**config.mk**
```make
export PLATFORM = sky130hd
export DESIGN_NAME = micro_sequencer
export DESIGN_NICKNAME = d
export VERILOG_FILES = /design/src/rtl/micro_sequencer.sv
export SDC_FILE = /design/constraint.sdc
export NUM_CORES = 1
export LEC_CHECK = 0
export ABC_AREA = 1
export CORE_ASPECT_RATIO = 0.9
export CORE_MARGIN = 1.5
export CORE_UTILIZATION = 35
export CTS_CLUSTER_SIZE = 14
export DETAILED_ROUTE_END_ITERATION = 8
export DONT_BUFFER_PORTS = 1
export HOLD_SLACK_MARGIN = 0.06
export PLACE_DENSITY = 0.53
export SYNTH_ARGS = -nofsm -noshare
export SYNTH_HDL_FRONTEND = slang
export SYNTH_SLANG_ARGS = --single-unit
```
**constraint.sdc**
```tcl
create_clock -name SEQ_CLOCK_50 -period 1.9 [get_ports SEQ_CLOCK_50]
set_input_delay 0.285 -clock SEQ_CLOCK_50 [delete_from_list [all_inputs] [get_ports SEQ_CLOCK_50]]
set_output_delay 0.285 -clock SEQ_CLOCK_50 [all_outputs]
set_load 0.01 [all_outputs]
```
**src/rtl/micro_sequencer.sv**
```systemverilog
// ---------------------------------------------------------------------------
// micro_sequencer
//   Control-store sequencer for the ARC microprogrammed CPU. Holds the
//   microprogram counter (MPC) that addresses the microcode ROM and selects
//   the next MPC from the microword COND/JUMP fields, the PSR condition codes
//   and the instruction register.
//
//   Optional feature macro: SEQ_MEMWAIT_EN
//     defined   - WAIT state holds MPC/counter while a memory op is not ready
//     undefined - single-cycle memory assumed, SEQ_Stall_Out tied low
//
// Ports:
//   SEQ_CLOCK_50        in   system clock, rising-edge active
//   SEQ_RESET_InLow     in   asynchronous active-low reset
//   SEQ_MicroWord_In    in   microword for the current SEQ_Address_Out
//   SEQ_Flags_In        in   condition codes {n,z,v,c}
//   SEQ_IR_In           in   instruction register
//   SEQ_MemReady_In     in   memory ready (SEQ_MEMWAIT_EN only)
//   SEQ_Address_Out     out  MPC / ROM address
//   SEQ_Stall_Out       out  MPC held for memory
//   SEQ_CycleCount_Out  out  completed microcycle count
// ---------------------------------------------------------------------------
module micro_sequencer #(
    parameter int unsigned SEQ_ADDR_W = 11,
    parameter int unsigned SEQ_WORD_W = 41,
    parameter int unsigned SEQ_CNT_W  = 16
) (
    input  logic                  SEQ_CLOCK_50,
    input  logic                  SEQ_RESET_InLow,
    input  logic [SEQ_WORD_W-1:0] SEQ_MicroWord_In,
    input  logic [3:0]            SEQ_Flags_In,
    input  logic [31:0]           SEQ_IR_In,
    input  logic                  SEQ_MemReady_In,
    output logic [SEQ_ADDR_W-1:0] SEQ_Address_Out,
    output logic                  SEQ_Stall_Out,
    output logic [SEQ_CNT_W-1:0]  SEQ_CycleCount_Out
);

    // Microword field positions
    localparam int unsigned RD_BIT     = 19;
    localparam int unsigned WR_BIT     = 18;
    localparam int unsigned COND_MSB   = 13;
    localparam int unsigned COND_LSB   = 11;
    localparam int unsigned JUMP_MSB   = 10;
    localparam int unsigned DECODE_W   = 11;

    // Condition codes
    localparam logic [2:0] COND_NEXT   = 3'b000;
    localparam logic [2:0] COND_N      = 3'b001;
    localparam logic [2:0] COND_Z      = 3'b010;
    localparam logic [2:0] COND_V      = 3'b011;
    localparam logic [2:0] COND_C      = 3'b100;
    localparam logic [2:0] COND_IR13   = 3'b101;
    localparam logic [2:0] COND_JUMP   = 3'b110;
    localparam logic [2:0] COND_DECODE = 3'b111;

    logic [SEQ_ADDR_W-1:0] mpc_q, mpc_d;
    logic [SEQ_CNT_W-1:0]  cnt_q, cnt_d;

    logic [2:0]            cond;
    logic [SEQ_ADDR_W-1:0] jump_addr;
    logic [SEQ_ADDR_W-1:0] inc_addr;
    logic [SEQ_ADDR_W-1:0] decode_addr;
    logic [SEQ_ADDR_W-1:0] next_addr;

    assign cond        = SEQ_MicroWord_In[COND_MSB:COND_LSB];
    assign jump_addr   = SEQ_ADDR_W'(SEQ_MicroWord_In[JUMP_MSB:0]);
    assign inc_addr    = mpc_q + SEQ_ADDR_W'(1);
    // Opcode dispatch: {1, op, op3, 00} spaces routines four words apart
    assign decode_addr = SEQ_ADDR_W'(DECODE_W'({1'b1, SEQ_IR_In[31:30],
                                                SEQ_IR_In[24:19], 2'b00}));

    // Next-address selection
    always_comb begin
        next_addr = inc_addr;
        case (cond)
            COND_NEXT:   next_addr = inc_addr;
            COND_N:      next_addr = SEQ_Flags_In[3] ? jump_addr : inc_addr;
            COND_Z:      next_addr = SEQ_Flags_In[2] ? jump_addr : inc_addr;
            COND_V:      next_addr = SEQ_Flags_In[1] ? jump_addr : inc_addr;
            COND_C:      next_addr = SEQ_Flags_In[0] ? jump_addr : inc_addr;
            COND_IR13:   next_addr = SEQ_IR_In[13]   ? jump_addr : inc_addr;
            COND_JUMP:   next_addr = jump_addr;
            COND_DECODE: next_addr = decode_addr;
            default:     next_addr = inc_addr;
        endcase
    end

`ifdef SEQ_MEMWAIT_EN

    typedef enum logic {
        ST_RUN  = 1'b0,
        ST_WAIT = 1'b1
    } seq_state_e;

    seq_state_e state_q, state_d;
    logic       stall_q, stall_d;
    logic       mem_op;

    // RD and WR together still count as one memory operation
    assign mem_op = SEQ_MicroWord_In[RD_BIT] | SEQ_MicroWord_In[WR_BIT];

    // Next state, MPC, counter and stall
    always_comb begin
        state_d = state_q;
        mpc_d   = mpc_q;
        cnt_d   = cnt_q;
        stall_d = 1'b0;
        case (state_q)
            ST_RUN: begin
                if (mem_op && !SEQ_MemReady_In) begin
                    state_d = ST_WAIT;
                    stall_d = 1'b1;
                end else begin
                    mpc_d = next_addr;
                    cnt_d = cnt_q + SEQ_CNT_W'(1);
                end
            end
            ST_WAIT: begin
                // next_addr keeps tracking live flags/IR while held
                if (SEQ_MemReady_In) begin
                    state_d = ST_RUN;
                    mpc_d   = next_addr;
                    cnt_d   = cnt_q + SEQ_CNT_W'(1);
                end else begin
                    stall_d = 1'b1;
                end
            end
            default: begin
                state_d = ST_RUN;
            end
        endcase
    end

    // State register
    always_ff @(posedge SEQ_CLOCK_50 or negedge SEQ_RESET_InLow) begin
        if (!SEQ_RESET_InLow) begin
            state_q <= ST_RUN;
            mpc_q   <= '0;
            cnt_q   <= '0;
            stall_q <= 1'b0;
        end else begin
            state_q <= state_d;
            mpc_q   <= mpc_d;
            cnt_q   <= cnt_d;
            stall_q <= stall_d;
        end
    end

    assign SEQ_Stall_Out = stall_q;

    logic unused_bits;
    assign unused_bits = ^{SEQ_MicroWord_In[40:20], SEQ_MicroWord_In[17:14],
                           SEQ_IR_In[29:25], SEQ_IR_In[18:14], SEQ_IR_In[12:0]};

`else

    // Single-cycle memory: advance every microcycle
    always_comb begin
        mpc_d = next_addr;
        cnt_d = cnt_q + SEQ_CNT_W'(1);
    end

    always_ff @(posedge SEQ_CLOCK_50 or negedge SEQ_RESET_InLow) begin
        if (!SEQ_RESET_InLow) begin
            mpc_q <= '0;
            cnt_q <= '0;
        end else begin
            mpc_q <= mpc_d;
            cnt_q <= cnt_d;
        end
    end

    assign SEQ_Stall_Out = 1'b0;

    logic unused_bits;
    assign unused_bits = ^{SEQ_MicroWord_In[40:20], SEQ_MicroWord_In[17:14],
                           SEQ_IR_In[29:25], SEQ_IR_In[18:14], SEQ_IR_In[12:0],
                           SEQ_MemReady_In};

`endif

    assign SEQ_Address_Out    = mpc_q;
    assign SEQ_CycleCount_Out = cnt_q;

endmodule

```
Word-level counts from Yosys, hierarchy flattened
Index checks and enable logic that the tools add are counted.
- latch bits: 0
- word-level logic and storage cells: 18
- bits in read-only memories: 0
- bits of input ports: 80
- memories kept: 0
- output and inout bits: 28
- register bits: 27
- memory bits (writable): 0
- order comparisons: 0
- reduce and logical (&&, ||, !) cells: 1
- bitwise logic cells: 0
- div/mod/pow operators: 0
- $mul: 0
- multiplexer cells: 6
- eq/ne operators: 7
- shifts and indexed selects: 0
- $add $sub $neg: 2
- operators by type and width (cell ; count):
    11-bit case mux with 8 select lines ; 1
    11-bit two-way mux ; 5
    16-bit by 1-bit adder with 16-bit output (second input constant) ; 1
    3-bit == test (second input constant) ; 4
    11-bit by 1-bit adder with 11-bit output (second input constant) ; 1
    3-bit by 2-bit == test with 1-bit output (second input constant) ; 2
    3-bit by 1-bit == test with 1-bit output (second input constant) ; 1
    3-bit zero test ; 1

Longest topological paths before layout
- depth in word-level cells: 3
- gate-level depth with buffers: 11
- depth with buffers taken out: 10

Worst setup path after synthesis
OpenSTA, ideal clock, no wires.
- kind: reg2reg
- start point: register cnt_q[0] (netlist: SEQ_CycleCount_Out[0])
- end point: register cnt_q[10] (netlist: SEQ_CycleCount_Out[10])
- slack: 539 ps
- data arrival time: 1244 ps
- required time: 1783 ps
- path buffers: 0
- library setup time: 117 ps
- cell stages (with the launch flop): 9
- period minus slack after synthesis: 1361 ps
- path through: dfrtp_1 -> ha_1 -> nand4_1 -> nor2_1 -> nand3_1 -> inv_1 -> nand2_1 -> nand2_1 -> nand2_1
- cells in the longest elaborated chain, start to end: 1
- ends and longest elaborated chain (element ; RTL line ; text):
    start, declared ; 58 ; logic [SEQ_CNT_W-1:0] cnt_q, cnt_d;
    start signal, assigned ; 170 ; cnt_q <= cnt_d;
    16-bit by 1-bit adder with 16-bit output ; 161 ; cnt_d = cnt_q + SEQ_CNT_W'(1);
    named net cnt_d[10] ; 58 ;
The timed path passes the listed nets, and every way through them passes these cells.

Worst setup path in the final report
Same ends and word-level chain as after synthesis.

==> impl_metrics.py <==
metrics = {
    "run_status": {
        "outcome": "completed",
    },
    "sta": {
        "finalCriticalPeriod_ns": 1.56,
        "slew_violations": 0,
        "finalSetupTns_ns": 0,
        "finalSetupViolCount": 0,
        "max_freq_mhz": 640,
        "finClkSkew_ns": 0.00334,
        "rsz0062_at_grt": "no",
        "setup_slack_ns": 0.338,
        "period_share_pct": 82.2,
        "hold_viol": 0,
        "hold_slack_ns": 0.117,
    },
    "synth": {
        "synth_edf_count": 0,
        "synth_area_per_cell_um2": 7.30,
        "yosysWarnings": 0,
        "ys_seq_area_share_pct": 37.6,
        "synth_cell_types": 27,
        "synth_flop_cell": "dfrtp_1",
        "synth_top_area_share_pct": 37.6,
        "synth_area_leaders": "dfrtp_1, nand2_1, nand3_1",
        "ys_ff_latch": 27,
        "async_flop_share_pct": 100,
        "synth_area_um2": 1800,
        "synth_most_common_cell": "nand2_1",
        "synthesis.nets": 328,
        "syn_inst": 246,
        "synth_top_area_cell": "dfrtp_1",
        "ys_top_cells_by_count": "nand2_1, inv_1, nand3_1, dfrtp_1, nor2_1",
    },
    "layout": {
        "fin_area_um2": 1930,
        "drive_gt1_share_pct": 8.43,
        "stdcell_count": 314,
        "antenna_cells": 0,
        "nNetsFinal": 332,
        "post-route-util_pct": 39.3,
        "areaGrowthSynthToFinish_pct": 7.25,
    },
    "cts": {
        "htreeDepth": 1,
        "clk_path_buf_depth": 2,
        "cts-buffers-inserted": 3,
        "postCtsSetupRepairBufs": 0,
        "clkTransAtPathRegs_ns": 0.09,
        "clockRootBuffer": "clkbuf_8",
        "clock-sinks": 27,
        "insertion_delay_ns": 0.27,
        "cts_tree": "built",
    },
    "floorplanning": {
        "core-area_um2": 4890,
        "start_util_pct": 36.7,
        "fp-row-count": 24,
        "fp.dieH_um": 70.9,
        "ios": 108,
        "dieArea_um2": 5570,
        "die_w_um": 78.5,
    },
    "critical_path": {
        "endpoint_kind": "register",
        "critical_path_class": "reg2reg",
        "critPathArrivalTime_ns": 1.74,
        "cp.required_ns": 2.08,
        "cp-start-kind": "register",
        "cp_max_fo": 4,
    },
    "worst_hold_path": {
        "min-delay-path-class": "in2reg",
    },
    "global_route": {
        "grt_antenna_before_repair": 0,
        "grt_usage_pct": 15.7,
        "grt_pass1_vias": 1414,
        "grt_max_degree": 28,
        "grt_pass1_wl_um": 6820,
        "grt-ovfl-total": 0,
    },
    "placed_design": {
        "dp_hpwl_um": 3300,
        "placedInstanceArea_um2": 1850,
        "port_buffers": 0,
        "place_inst": 308,
        "gp_congestion": 0.779,
        "dp_slack_ns": 0.347,
    },
    "pwr": {
        "p_leak_nw": 0.991,
        "power_mw": 1.26,
        "power_density_nw_per_um2": 653,
        "peakVddDrop_uv": 278,
    },
    "drt": {
        "drt-total-wl_um": 4220,
        "dr.pass1.iters": 4,
        "vias_per_cell": 4.85,
        "ant_nets": 0,
        "vias": 1523,
        "drt_iter0_markers": 55,
        "detail_route.wl_per_cell_um": 13.4,
        "drc": 0,
    },
    "run": {
        "drv_cap": 0,
    },
}
==> power by group <==
part	leakage [nW]	internal, mW	switching, mW
clock	0.0228	0.151	0.178
sequential	0.345	0.615	0.0733
combinational	0.623	0.0892	0.151
==> path summary, 6_finish.rpt <==
kind	cells after the start	from	slack, ns	endpoint
min in group asynchronous	2	SEQ_RESET_InLow	0.43	SEQ_Address_Out[0]
max in group asynchronous	2	SEQ_RESET_InLow	1.32	SEQ_CycleCount_Out[2]
hold reg to reg	1	SEQ_CycleCount_Out[0]	0.54	SEQ_CycleCount_Out[0]
setup reg to reg	8	SEQ_CycleCount_Out[0]	0.34	SEQ_CycleCount_Out[10]
setup / recovery	8	SEQ_CycleCount_Out[0]	0.34	SEQ_CycleCount_Out[10]
hold / removal	2	SEQ_MicroWord_In[10]	0.12	SEQ_Address_Out[10]
==> repair_timing <==
action / 4_1_cts / 5_1_grt
hold endpoints to repair: 27 / 0
setup endpoints to repair: 0 / 0
resized for setup: 0 / 0
hold buffers: 2 / 0
==> per-layer routing <==
metal	routed length, um	track usage, %	vias up
li1	-	-	788
met1	2110	23.1	689
met2	1760	22.6	44
met3	335	5.68	2
met4	15	1.79	0
met5	0	0	-
==> final cells by class <==
class	instances	area [um2]
clock buffers	4	45.0
fillers	528	2970
inverters	34	128
multi-input cells	182	966
flip-flops and latches	27	676
well taps	65	81.3
repair buffers	2	30.0
==> logic make-up (layout without fill, tap and decap cells) <==
kind of cell | count (synthesis) | count (layout) | synth area share (%)
other | 1 | 1 | 0.209
XOR/XNOR | 16 | 16 | 7.81
AO/OA/AOI/OAI | 18 | 18 | 5.64
AND/OR/NAND/NOR | 145 | 145 | 38.7
buffers and inverters | 37 | 40 | 8.57
flip-flops | 27 | 27 | 37.6
adder cells (fa/ha/maj) | 2 | 2 | 1.39
==> placed cells by master (no fill, tap or decap), drive strengths merged, types with 4 or more instances in the layout <==
cell type / count
nand2: 69
inv: 34
nand3: 30
nor2: 30
dfrtp: 27
o21ai: 10
nand4: 9
xor2: 9
xnor2: 7
a21oi: 5
nor3: 4
clkbuf: 4
==> worst max-delay path, cell delays in order (launching register included) <==
cell,delay (ns)
dfrtp_1,0.44
ha_1,0.23
nand4_1,0.20
nor2_1,0.18
nand3_1,0.11
inv_1,0.14
nand2_1,0.06
nand2_1,0.06
nand2_1,0.05
==> sequential cells by signal, indices dropped and copies added (netlist names) <==
| signal | flops |
|---|---|
| SEQ_CycleCount_Out | 16 |
| SEQ_Address_Out | 11 |
No activity file was read; power rests on OpenSTA's default activity.
